`config.mk`:
```
export PLATFORM = sky130hd
export DESIGN_NAME = rx_bit_timer
export DESIGN_NICKNAME = d
export VERILOG_FILES = /design/src/rtl/usb_rx_pkg.sv /design/src/rtl/flex_counter.sv /design/src/rtl/rx_bit_timer.sv
export SDC_FILE = /design/constraint.sdc
export NUM_CORES = 1
export LEC_CHECK = 0
export ABC_CLOCK_PERIOD_IN_PS = 6900
export CORE_MARGIN = 1.5
export CORE_UTILIZATION = 50
export DETAILED_ROUTE_END_ITERATION = 10
export GPL_TIMING_DRIVEN = 0
export PLACE_DENSITY_LB_ADDON = 0.3
export SYNTH_ARGS = -nofsm -noshare
export SYNTH_HDL_FRONTEND = slang
export SYNTH_HIERARCHICAL = 1
export SYNTH_SLANG_ARGS = --single-unit
export TNS_END_PERCENT = 10
```
`constraint.sdc`:
```
create_clock -name clk -period 6.9 [get_ports clk]
set_clock_uncertainty 0.2 [all_clocks]
set_input_delay 0.69 -clock clk [delete_from_list [all_inputs] [get_ports clk]]
set_output_delay 0.69 -clock clk [all_outputs]
set_load 0.05 [all_outputs]
```
`src/rtl/usb_rx_pkg.sv`:
```
// Shared definitions for the USB receive bit-timing slice.
//   rx_state_t            : bit-timer FSM state encoding
//   DEFAULT_CLKS_PER_BIT  : system clocks per USB bit period
//   DEFAULT_SAMPLE_PHASE  : bit-period phase at which a bit is sampled
//   DEFAULT_MAX_RUN       : longest legal run of edge-free bits
//   BYTE_BITS             : bits per received byte
package usb_rx_pkg;

  typedef enum logic [1:0] {
    IDLE      = 2'd0,  // receive window closed
    WAIT_EDGE = 2'd1,  // window open, hunting for the first transition
    RUN       = 2'd2   // locked to the bit clock, strobing samples
  } rx_state_t;

  localparam int DEFAULT_CLKS_PER_BIT = 8;
  localparam int DEFAULT_SAMPLE_PHASE = 3;
  localparam int DEFAULT_MAX_RUN      = 6;
  localparam int BYTE_BITS            = 8;

endpackage

```
`src/rtl/flex_counter.sv`:
```
// Generic up-counter with synchronous clear, load and rollover.
// Priority: clear > load > count_enable. On count_enable the counter wraps
// from rollover_value back to 0.
//   clk            : system clock
//   n_rst          : synchronous active-low reset, forces count to 0
//   clear          : synchronous clear to 0
//   count_enable   : advance by one (or wrap) this cycle
//   load           : load load_value this cycle
//   load_value     : value taken on load
//   rollover_value : last value before wrapping to 0
//   count          : current count
module flex_counter #(
  parameter int WIDTH = 4
) (
  input  logic             clk,
  input  logic             n_rst,
  input  logic             clear,
  input  logic             count_enable,
  input  logic             load,
  input  logic [WIDTH-1:0] load_value,
  input  logic [WIDTH-1:0] rollover_value,
  output logic [WIDTH-1:0] count
);

  logic [WIDTH-1:0] count_next;

  always_comb begin
    // NOTE: every signal written here gets a default first, so no path
    // leaves it unassigned and no latch is inferred.
    count_next = count;
    if (clear) begin
      count_next = '0;
    end else if (load) begin
      count_next = load_value;
    end else if (count_enable) begin
      count_next = (count == rollover_value) ? '0 : count + WIDTH'(1);
    end
  end

  // NOTE: clocked state uses non-blocking assignments so every register
  // samples its inputs before any of them update within the same edge.
  always_ff @(posedge clk) begin
    if (!n_rst) begin
      count <= '0;
    end else begin
      count <= count_next;
    end
  end

endmodule

```
`src/rtl/rx_bit_timer.sv`:
```
// USB receive bit timer. Locks a phase counter to transitions on d_plus
// (d_edge), strobes shift_enable once per bit at SAMPLE_PHASE, counts bits
// into bytes and flags bit-stuffing violations (more than MAX_RUN
// consecutive edge-free bits).
//   clk           : system clock
//   n_rst         : synchronous active-low reset
//   enable        : receive window open (held high for a packet)
//   d_edge        : one-cycle pulse on each d_plus transition
//   shift_enable  : one-cycle sample strobe for the shift register
//   byte_received : one-cycle pulse after the 8th strobe of a byte
//   bit_index     : bits already shifted in the current byte, 0..7
//   stuff_err     : one-cycle pulse on a bit-stuffing violation
module rx_bit_timer
  import usb_rx_pkg::*;
#(
  parameter int CLKS_PER_BIT = DEFAULT_CLKS_PER_BIT,
  parameter int SAMPLE_PHASE = DEFAULT_SAMPLE_PHASE,
  parameter int MAX_RUN      = DEFAULT_MAX_RUN
) (
  input  logic       clk,
  input  logic       n_rst,
  input  logic       enable,
  input  logic       d_edge,
  output logic       shift_enable,
  output logic       byte_received,
  output logic [2:0] bit_index,
  output logic       stuff_err
);

  localparam int PHASE_W = (CLKS_PER_BIT > 1) ? $clog2(CLKS_PER_BIT) : 1;
  localparam int RUN_W   = (MAX_RUN > 0) ? $clog2(MAX_RUN + 1) : 1;

  localparam logic [PHASE_W-1:0] SAMPLE_AT  = PHASE_W'(SAMPLE_PHASE);
  localparam logic [PHASE_W-1:0] LAST_PHASE = PHASE_W'(CLKS_PER_BIT - 1);
  // The edge cycle itself is phase 0, so the counter resumes at 1.
  localparam logic [PHASE_W-1:0] RESYNC_PHASE = PHASE_W'(1);
  localparam logic [RUN_W-1:0]   RUN_LIMIT  = RUN_W'(MAX_RUN);
  localparam logic [2:0]         LAST_BIT   = 3'(BYTE_BITS - 1);

  rx_state_t          state;
  rx_state_t          state_next;
  logic [PHASE_W-1:0] phase;
  logic [RUN_W-1:0]   run_len;
  logic [RUN_W-1:0]   run_len_next;
  logic [2:0]         bit_index_next;
  logic               edge_seen;
  logic               edge_seen_next;
  logic               byte_received_next;
  logic               stuff_err_next;
  logic               edge_hit;
  logic               violation;
  logic               phase_clear;
  logic               phase_load;
  logic               phase_count;

  flex_counter #(
    .WIDTH(PHASE_W)
  ) u_phase (
    .clk           (clk),
    .n_rst         (n_rst),
    .clear         (phase_clear),
    .count_enable  (phase_count),
    .load          (phase_load),
    .load_value    (RESYNC_PHASE),
    .rollover_value(LAST_PHASE),
    .count         (phase)
  );

  // Moore strobe: depends only on registered state and phase.
  assign shift_enable = (state == RUN) && (phase == SAMPLE_AT);

  // An edge arriving on the strobe cycle still belongs to the bit being
  // sampled, so it is merged with the edge_seen flag here.
  assign edge_hit  = edge_seen | d_edge;
  assign violation = shift_enable && !edge_hit && (run_len == RUN_LIMIT);

  always_comb begin
    state_next         = state;
    bit_index_next     = bit_index;
    run_len_next       = run_len;
    edge_seen_next     = edge_seen;
    byte_received_next = 1'b0;
    stuff_err_next     = 1'b0;
    phase_clear        = 1'b0;
    phase_load         = 1'b0;
    phase_count        = 1'b0;

    if (!enable) begin
      // Closing the window abandons any partial byte.
      state_next     = IDLE;
      bit_index_next = '0;
      run_len_next   = '0;
      edge_seen_next = 1'b0;
      phase_clear    = 1'b1;
    end else begin
      unique case (state)
        IDLE: begin
          state_next  = WAIT_EDGE;
          phase_clear = 1'b1;
        end

        WAIT_EDGE: begin
          if (d_edge) begin
            state_next     = RUN;
            phase_load     = 1'b1;
            edge_seen_next = 1'b1;  // the sync edge counts for the first bit
          end else begin
            phase_clear = 1'b1;
          end
        end

        RUN: begin
          phase_count = 1'b1;
          phase_load  = d_edge;  // resync overrides increment and wrap
          if (shift_enable) begin
            edge_seen_next = 1'b0;
            if (violation) begin
              // Lost lock: drop the byte in progress and hunt again.
              state_next     = WAIT_EDGE;
              stuff_err_next = 1'b1;
              bit_index_next = '0;
              run_len_next   = '0;
              phase_clear    = 1'b1;
            end else begin
              run_len_next       = edge_hit ? '0 : run_len + RUN_W'(1);
              bit_index_next     = bit_index + 3'd1;
              byte_received_next = (bit_index == LAST_BIT);
            end
          end else if (d_edge) begin
            edge_seen_next = 1'b1;
          end
        end

        default: begin
          state_next  = IDLE;
          phase_clear = 1'b1;
        end
      endcase
    end
  end

  always_ff @(posedge clk) begin
    if (!n_rst) begin
      state         <= IDLE;
      bit_index     <= '0;
      run_len       <= '0;
      edge_seen     <= 1'b0;
      byte_received <= 1'b0;
      stuff_err     <= 1'b0;
    end else begin
      state         <= state_next;
      bit_index     <= bit_index_next;
      run_len       <= run_len_next;
      edge_seen     <= edge_seen_next;
      byte_received <= byte_received_next;
      stuff_err     <= stuff_err_next;
    end
  end

endmodule

```
==> results.toml <==
[drt]
drt-total-wl_um = 1530
vias_per_cell = 5.60
post_drt_wl_per_cell_um = 12.2
postRouteAntennaNets = 0
via_count = 706
drc_errors = 0
drt_first_iter_violations = 10
drtPass1Iterations = 4

[grt]
grt_pass1_wl_um = 2550
grt_antenna_before_repair = 0
grt_overflow_total = 0
grt_pass1_vias = 625
grtUsageTotal = 0.174
grt_max_degree = 10

[final_layout]
final_common_cell = "dfxtp_1"
num-nets-final = 125
layout-drive-gt1-share = 0.0909
diodes = 0
final_cell_mix = "dfxtp_1, a21oi_1, ha_1"
multi_input_area_um2 = 539
fill_cells = 149
seqCellArea_um2 = 280
synthToLayoutAreaGrowth_pct = 19.3

[sta]
worst_pin_slew_ps = 496
hold_viol = 0
fin_crit_sh = 0.454
finalSetupTns_ps = 0
max-slew-margin-rel = 0.668
min_period_ps = 3140
grt_setup_unrepaired = "false"
fin_ws_ps = 3760
drv_slew = 0
setup_viol = 0
fmaxAchievable_mhz = 319

[floorplanning]
chipWidth_um = 43.9
ios = 10
dieArea_um2 = 1920
die_y_um = 43.9
coreArea_um2 = 1540
num_rows = 14
initial_utilization = 0.541

[setup_path]
rrSetupSlack_ps = 4430
rr_endpoint = "u_phase/count[1]$_SDFFE_PP0P_"
cp-end-kind = "output pin"
cp_top_family = "buffers and inverters"
arrival_ps = 2250
r2r_start = "state[0]$_SDFFE_PN0P_"
critPathBufInv = 3
slowest_stage = "clkdlybuf4s50_1"
start_kind = "register"
critPathMaxFanout = 9
cp-endpoint = "shift_enable"
crit_start = "state[0]$_SDFFE_PN0P_"
cpPeakStageDelay_ps = 830
cp_num_cells = 5
critical_path_class = "register to output pin"
path_cells = "inv_1 -> ha_1 -> nand4b_4 -> inv_1 -> clkdlybuf4s50_1"
crit_required_ps = 6010
r2r_cells = 9
crit_top_cell = "inv_1"

[status]
status = "complete, no violations"

[worst_hold_path]
hold_class = "register to register"

[clock_network]
cts_root_buf = "clkbuf_4"
cts.sinks = 14
cts.hold.buffers_added = 0
clockBufferDepth = 2
path_clk_slew_ps = 80
post_cts_buffers = 0
cts_tree = "done"
cts_resized = 0
cts_made_buffers = 3
clk_latency_ps = 280
cts_htree_levels = 1

[run]
drv_cap = 0

[yosys]
ys_seq_area_frac = 0.336
synth.distinct_cells = 33
synthesis.area_um2 = 835
ys_warn_count = 6
avgSynthCellArea_um2 = 8.97
synth-seq-cells = 14
netlist_instances = 93

[placement]
io_buffers = 9
hpwl_um = 1110
dp_worst_setup_slack_ps = 4060
place_congestion = 0.750

[power]
peakVddDrop_mv = 0.140
finalPower_uw = 155
p_leak_nw = 0.436
p_per_area_nw_per_um2 = 155
[logic make-up after synthesis]
kind of cell,after synthesis,share of synthesized area
and+or+nand+nor,33,0.259
AOI/OAI and AO/OA,22,0.168
DFF,14,0.336
adders and majority gates,10,0.150
buffers and inverters,8,0.0360
xor gates and xnor gates,4,0.0420
other,2,0.00900
[power breakdown]
part           leakage [nW]  total, mW  switching (mW)  internal [mW]
logic                 0.302     0.0133         0.00747        0.00578
registers             0.113     0.0825        0.000996         0.0816
clock network        0.0210     0.0589          0.0267         0.0321
[worst min-delay path by stage]
| stage | from | to | slack (ps) | cells past startpoint |
|---|---|---|---|---|
| after floorplan | run_len[2]$_SDFFE_PN0P_ | run_len[2]$_SDFFE_PN0P_ | 270 | 2 |
| final | bit_index[2]$_SDFFE_PN0P_ | bit_index[2]$_SDFFE_PN0P_ | 280 | 2 |
| after global placement | bit_index[1]$_SDFFE_PN0P_ | bit_index[1]$_SDFFE_PN0P_ | 270 | 2 |
| after CTS | bit_index[1]$_SDFFE_PN0P_ | bit_index[1]$_SDFFE_PN0P_ | 290 | 2 |
| after global routing | bit_index[1]$_SDFFE_PN0P_ | bit_index[1]$_SDFFE_PN0P_ | 330 | 2 |
| after detailed placement | bit_index[1]$_SDFFE_PN0P_ | bit_index[1]$_SDFFE_PN0P_ | 280 | 2 |
[per-stage QoR]
stage	instance area [µm²]	instances	hold WS (ps)	util
after detailed placement	960	122	277	0.623
after floorplan	850	97	267	-
after CTS	996	126	290	0.646
after global routing	996	126	331	0.646
final	996	126	285	0.646
after global placement	960	122	266	0.623
[cell type report]
class,count,area share
Sequential cell,14,0.281
Timing Repair Buffer,9,0.0905
Tap cell,16,0.0201
Clock buffer,4,0.0364
Inverter,8,0.0302
Multi-Input combinational cell,75,0.541
[registers in the layout, indices dropped and copies added (netlist names)]
signal and cells:
u_phase/count 3, run_len 3, state 2, byte_received 1
stuff_err 1, edge_seen 1, bit_index 3
[layer usage]
metal  global-route usage  vias up  wire (µm)
li1                     -      370          -
met2                0.294       16        731
met5                    0        -          0
met4               0.0182        0          0
met1                0.218      320        739
met3               0.0625        0         62
[tightest hold or removal path, delay by kind of cell, from the launching register on]
family | cells | cell delay (ps)
compound gates | 1 | 50
flops | 1 | 330
simple gates | 1 | 60
[synthesized netlist by cell type]
master	n	area, µm²
dfxtp_1	14	280
a21oi_1	10	50.1
ha_1	10	125
inv_1	7	26.3
nand2_1	6	22.5
nor2_1	5	18.8
nand3_1	4	20.0
nor3b_1	3	22.5
o21ai_0	3	15.0
xor2_1	3	26.3
conb_1	2	7.51
nand4b_1	2	17.5
nor2b_1	2	12.5
o22ai_1	2	12.5
or4_1	2	15.0
a211oi_1	1	7.51
a221oi_1	1	8.76
a2bb2oi_1	1	8.76
a311oi_1	1	8.76
a31o_2	1	8.76
and2_2	1	7.51
and3_1	1	6.26
inv_2	1	3.75
nand2b_4	1	13.8
nand4_1	1	6.26
nand4b_4	1	23.8
nor3_1	1	5.00
o311ai_0	1	8.76
o41a_1	1	11.3
or3_1	1	6.26
or3b_2	1	8.76
or4b_1	1	10.0
xnor2_1	1	8.76
No activity file was read; power rests on OpenSTA's default activity.
